===== src/rtl/seq_code_lock.sv =====
// Sequential code lock: SEQ_LEN valid-qualified entries in order open the lock; repeated
// failures cause a timed lockout. Define SEQLOCK_PROG_EN for a sequence writable while OPEN.
module seq_code_lock #(
    parameter int                          CODE_W      = 8,
    parameter int                          SEQ_LEN     = 3,
    parameter logic [SEQ_LEN*CODE_W-1:0]   SEQ_INIT    = {8'hcc, 8'hbb, 8'haa},
    parameter int                          MAX_FAIL    = 3,
    parameter int                          LOCKOUT_CYC = 16,
    parameter int                          OPEN_CYC    = 0,
    localparam int                         IDX_W       = (SEQ_LEN > 1) ? $clog2(SEQ_LEN) : 1,
    localparam int                         PW          = $clog2(SEQ_LEN + 1),
    localparam int                         FW          = $clog2(MAX_FAIL + 1)
) (
    input  logic              clk,
    input  logic              reset,
    input  logic              code_valid,
    input  logic [CODE_W-1:0] code,
    input  logic              relock,
    input  logic              prog_valid,
    input  logic [IDX_W-1:0]  prog_idx,
    input  logic [CODE_W-1:0] prog_data,
    output logic [1:0]        state,
    output logic              unlocked,
    output logic [PW-1:0]     progress,
    output logic [FW-1:0]     fail_cnt,
    output logic              lockout
);

    localparam int LW = $clog2(LOCKOUT_CYC + 1);
    localparam int OW = (OPEN_CYC > 0) ? $clog2(OPEN_CYC + 1) : 1;

    typedef enum logic [1:0] {
        ST_LOCKED  = 2'b00,
        ST_OPEN    = 2'b01,
        ST_LOCKOUT = 2'b10,
        ST_ILLEGAL = 2'b11
    } state_e;

    state_e                     state_q, state_d;
    logic [PW-1:0]              progress_q, progress_d;
    logic [FW-1:0]              fail_q, fail_d;
    logic [LW-1:0]              lock_tmr_q, lock_tmr_d;
    logic [OW-1:0]              open_tmr_q, open_tmr_d;
    logic                       unlocked_q, unlocked_d;
    logic                       lockout_q, lockout_d;
    logic [SEQ_LEN*CODE_W-1:0]  seq_s;
    logic [CODE_W-1:0]          expected_s;

    function automatic logic [CODE_W-1:0] entry_at(input logic [SEQ_LEN*CODE_W-1:0] vec,
                                                   input logic [PW-1:0]              idx);
        logic [CODE_W-1:0] r;
        r = {CODE_W{1'b0}};
        for (int i = 0; i < SEQ_LEN; i++) begin
            r = (int'(idx) == i) ? vec[i*CODE_W +: CODE_W] : r;
        end
        return r;
    endfunction

`ifdef SEQLOCK_PROG_EN
    logic [SEQ_LEN*CODE_W-1:0] seq_q, seq_d;

    // Sequence store write port, open only while the lock is OPEN.
    always_comb begin
        seq_d = seq_q;
        if (prog_valid && (state_q == ST_OPEN) && (int'(prog_idx) < SEQ_LEN)) begin
            for (int i = 0; i < SEQ_LEN; i++) begin
                seq_d[i*CODE_W +: CODE_W] = (int'(prog_idx) == i) ? prog_data
                                                                  : seq_q[i*CODE_W +: CODE_W];
            end
        end else begin
            seq_d = seq_q;
        end
    end

    // Sequence store registers.
    always_ff @(posedge clk) begin
        if (reset) begin
            seq_q <= SEQ_INIT;
        end else begin
            seq_q <= seq_d;
        end
    end

    assign seq_s = seq_q;
`else
    logic prog_unused_s;
    assign prog_unused_s = &{1'b0, prog_valid, prog_idx, prog_data};
    assign seq_s         = SEQ_INIT;
`endif

    assign expected_s = entry_at(seq_s, progress_q);

    // Next-state and counter logic for the lock FSM.
    always_comb begin
        state_d    = state_q;
        progress_d = progress_q;
        fail_d     = fail_q;
        lock_tmr_d = lock_tmr_q;
        open_tmr_d = open_tmr_q;
        case (state_q)
            ST_LOCKED: begin
                if (code_valid) begin
                    if (code == expected_s) begin
                        if (progress_q == PW'(SEQ_LEN - 1)) begin
                            state_d    = ST_OPEN;
                            progress_d = {PW{1'b0}};
                            fail_d     = {FW{1'b0}};
                            open_tmr_d = OW'(OPEN_CYC);
                        end else begin
                            progress_d = progress_q + PW'(1);
                        end
                    end else begin
                        // A wrong entry restarts the sequence; it is not retried as entry 0.
                        progress_d = {PW{1'b0}};
                        if (fail_q >= FW'(MAX_FAIL - 1)) begin
                            fail_d     = FW'(MAX_FAIL);
                            state_d    = ST_LOCKOUT;
                            lock_tmr_d = LW'(LOCKOUT_CYC);
                        end else begin
                            fail_d = fail_q + FW'(1);
                        end
                    end
                end else begin
                    state_d = state_q;
                end
            end
            ST_OPEN: begin
                if (relock) begin
                    state_d    = ST_LOCKED;
                    open_tmr_d = {OW{1'b0}};
                end else if (OPEN_CYC == 0) begin
                    open_tmr_d = open_tmr_q;
                end else if (open_tmr_q <= OW'(1)) begin
                    state_d    = ST_LOCKED;
                    open_tmr_d = {OW{1'b0}};
                end else begin
                    open_tmr_d = open_tmr_q - OW'(1);
                end
            end
            ST_LOCKOUT: begin
                if (lock_tmr_q <= LW'(1)) begin
                    state_d    = ST_LOCKED;
                    lock_tmr_d = {LW{1'b0}};
                    fail_d     = {FW{1'b0}};
                    progress_d = {PW{1'b0}};
                end else begin
                    lock_tmr_d = lock_tmr_q - LW'(1);
                end
            end
            default: begin
                state_d    = ST_LOCKED;
                progress_d = {PW{1'b0}};
                fail_d     = {FW{1'b0}};
                lock_tmr_d = {LW{1'b0}};
                open_tmr_d = {OW{1'b0}};
            end
        endcase
        unlocked_d = (state_d == ST_OPEN);
        lockout_d  = (state_d == ST_LOCKOUT);
    end

    // FSM state, counters and registered status outputs.
    always_ff @(posedge clk) begin
        if (reset) begin
            state_q    <= ST_LOCKED;
            progress_q <= {PW{1'b0}};
            fail_q     <= {FW{1'b0}};
            lock_tmr_q <= {LW{1'b0}};
            open_tmr_q <= {OW{1'b0}};
            unlocked_q <= 1'b0;
            lockout_q  <= 1'b0;
        end else begin
            state_q    <= state_d;
            progress_q <= progress_d;
            fail_q     <= fail_d;
            lock_tmr_q <= lock_tmr_d;
            open_tmr_q <= open_tmr_d;
            unlocked_q <= unlocked_d;
            lockout_q  <= lockout_d;
        end
    end

    assign state    = state_q;
    assign unlocked = unlocked_q;
    assign progress = progress_q;
    assign fail_cnt = fail_q;
    assign lockout  = lockout_q;

endmodule


===== config.mk =====
export PLATFORM = sky130hd
export DESIGN_NAME = seq_code_lock
export DESIGN_NICKNAME = d
export VERILOG_FILES = /design/src/rtl/seq_code_lock.sv
export SDC_FILE = /design/constraint.sdc
export NUM_CORES = 1
export LEC_CHECK = 0
export ABC_AREA = 1
export CAP_MARGIN = 20
export CELL_PAD_IN_SITES_DETAIL_PLACEMENT = 0
export CELL_PAD_IN_SITES_GLOBAL_PLACEMENT = 1
export CORE_MARGIN = 2
export CORE_UTILIZATION = 29
export DETAILED_ROUTE_END_ITERATION = 8
export PLACE_DENSITY = 0.74
export SETUP_SLACK_MARGIN = 0.05
export SLEW_MARGIN = 25
export SYNTH_ARGS = -nofsm -noshare
export SYNTH_HDL_FRONTEND = slang
export SYNTH_SLANG_ARGS = --single-unit

===== constraint.sdc =====
create_clock -name clk -period 1.5 [get_ports clk]
set_input_delay 0.15 -clock clk [delete_from_list [all_inputs] [get_ports clk]]
set_output_delay 0.15 -clock clk [all_outputs]
set_load 0.02 [all_outputs]

==> results.cfg <==
[layout]
fin_util_pct = 46.2
finalNonFillerCells = 197
layout_commonest_cell = nand2_1
fill_cells = 287
fin_nets = 192
area_growth_pct = 50.7
drive_gt1_share_pct = 31.3
mostFrequentLayoutCells = 26 x nand2_1, 17 x inv_1, 13 x nor2_1, 13 x clkdlybuf4s50_1, 11 x nand2_2
diodes = 0

[global_routing]
grt_start_max_net_pins = 11
grt_antenna_before_repair = 0
track_usage_pct = 12.5
grt_overflow = 0
grt_pass1_vias = 844
grt_pass1_wl_um = 3320

[clock_network]
cts_root_buf = clkbuf_4
cts_tree = done
cts_sinks = 13
worstSkewPairLatency_ns = 0.27
clk_pin_slew_ns = 0.08
clockBufferDepth = 2
htree_levels = 1
cts_buffers = 3
cts_hold_buffers = 0

[synthesis]
synthFlopType = dfxtp_1
synth_edf_count = 0
synth.avg_cell_area_um2 = 6.37
syn_nets = 159
async_flop_share_pct = 0
syn_inst = 134
ys_types = 22
syn_area_um2 = 853
seq_area_frac_synth_pct = 30.5
ys_warn_count = 0
yosys_register_bits = 13

[critical_path]
slowest_stage = dfxtp_4
reg2reg_depth = 9
cp.depth = 9
rrSetupSlack_ns = 0.07
worstSetupPathType = reg2reg
cp.buffers_inverters = 2
crit_path_end_kind = flop
path_cells = buf_6, nand3_1, nand2_1, nor2_1, nand2_2, nor2_4, buf_6, nand4_1, a21oi_2
startpoint_type = flop
cpPeakStageDelay_ns = 0.38
cp_data_required_time_ns = 1.71
crit_end = progress[1]
reg2reg_from = progress[0]
crit_path_frequent_cell = buf_6
path_delay_family = simple AND/OR/NAND/NOR gates
crit_fanout = 6
crit_path_start = progress[0]
crit_arrival_ns = 1.64
r2r_end = progress[1]

[power_and_ir_drop]
power.total_uw = 802
power_leakage_uw = 0.000604
vdd_drop_max_mv = 0.387
p_per_area_nw_per_um2 = 623

[sta]
hold_viol_final = 0
drv_slew = 0
setup_violations = 0
tightest_slew_ns = 0.264
rsz0062_at_grt = true
max_slew_margin_pct = 82.4
post-route-min-period_ns = 1.43
final.period_utilization_pct = 95.2
fmax_ghz = 0.701
finalClockSkew_ns = 0.00299

[floorplanning]
row_count = 19
dieArea_um2 = 3390
dieWidth_um = 58.2
chipHeight_um = 58.2
design.core.area_um2 = 2780
ios = 31
start_util_pct = 30.7

[worst_hold_path]
hp-class = reg2reg

[placed_design]
dp_hpwl_um = 1540
io_buffers = 19
gp_congestion = 0.795
post-place-cells = 190

[route]
vias_per_cell = 4.57
drt.antenna.violating_nets = 0
drtIter0Drc = 9
firstDrtPassIters = 4
drc = 0
wl_um = 2030
dr_total_vias = 900
wl_per_cell_um = 10.3

[flow_run]
maxCapViolCount = 0

[run_status]
outcome = complete, no violations
kinds of logic (layout without fill, tap and decap cells):
logic type / count (synthesis) / after routing / synth area share, %
xor+xnor: 2 / 2 / 2.05
simple gates: 76 / 76 / 42.7
compound gates: 19 / 19 / 11.7
fa+ha+maj: 2 / 2 / 2.93
buf+inv: 22 / 54 / 10.1
flops: 13 / 13 / 30.5
per-stage QoR:
| step | hold WS, ns | setup WS, ns | instance area, um^2 | TNS [ns] |
|---|---|---|---|---|
| after floorplan | 0.415 | 0.0584 | 856 | 0 |
| after global placement | 0.450 | -0.0789 | 1130 | -0.481 |
| after detailed placement | 0.455 | -0.0856 | 1130 | -0.615 |
| after CTS | 0.466 | 0.0551 | 1170 | 0 |
| after global routing | 0.490 | -0.0371 | 1290 | -0.140 |
| final | 0.464 | 0.0726 | 1290 | 0 |
repair_timing:
item	in CTS	in global routing
pin swaps	1	5
setup endpoints to repair	9	13
buffers inserted	0	3
cloned	0	0
gates resized for setup	8	30
worst min-delay path, stage by stage (launching register included):
cell	delay [ns]
dfxtp_2	0.32
nand2_1	0.05
a21oi_1	0.05
synthesized netlist by cell type (3+ instances only):
library cell / count / area, um^2
nand2_1: 33 / 124
inv_1: 18 / 67.6
nor2_1: 13 / 48.8
nand3_1: 11 / 55.1
nand2_2: 7 / 43.8
dfxtp_1: 13 / 260
or2_2: 3 / 18.8
a21oi_1: 12 / 60.1
o21ai_1: 3 / 15.0
worst min path at each step:
stage / slack, ns / startpoint / cells after the start / end
5_1_grt: 0.49 / lock_tmr_q[1] / 2 / lock_tmr_q[1]
3_5_place_dp: 0.46 / lock_tmr_q[1] / 2 / lock_tmr_q[1]
4_1_cts: 0.47 / lock_tmr_q[1] / 2 / lock_tmr_q[1]
2_1_floorplan: 0.41 / relock / 4 / state[0]
6_report: 0.46 / lock_tmr_q[1] / 2 / lock_tmr_q[1]
3_3_place_gp: 0.45 / lock_tmr_q[1] / 2 / lock_tmr_q[1]
routing by layer:
| metal | up-vias | track usage, % | share of wire [%] |
|---|---|---|---|
| li1 | 485 | - | - |
| met1 | 404 | 15.4 | 49 |
| met2 | 9 | 21.4 | 48 |
| met3 | 2 | 2.90 | 2.7 |
| met4 | 0 | 3.99 | 0.79 |
| met5 | - | 0 | 0 |
sequential cells by signal (all words and copies together) (netlist names):
signal and flops:
fail_cnt 2, state 2, lockout 1, progress 2
lock_tmr_q 5, unlocked 1
power by group:
part	switching (uW)	internal (uW)
Sequential	16.4	357
Combinational	111	102
Clock	113	103
Total	240	562
area by class of cell:
cell class / instances / area (um^2) / area share (%)
repair buffers: 30 / 280 / 21.8
multi-input cells: 99 / 594 / 46.2
clock buffers: 4 / 26.3 / 2.04
well taps: 31 / 38.8 / 3.02
inverters: 20 / 77.6 / 6.03
flip-flops and latches: 13 / 269 / 20.9
Note: power is estimated with default switching activity, not from simulation.
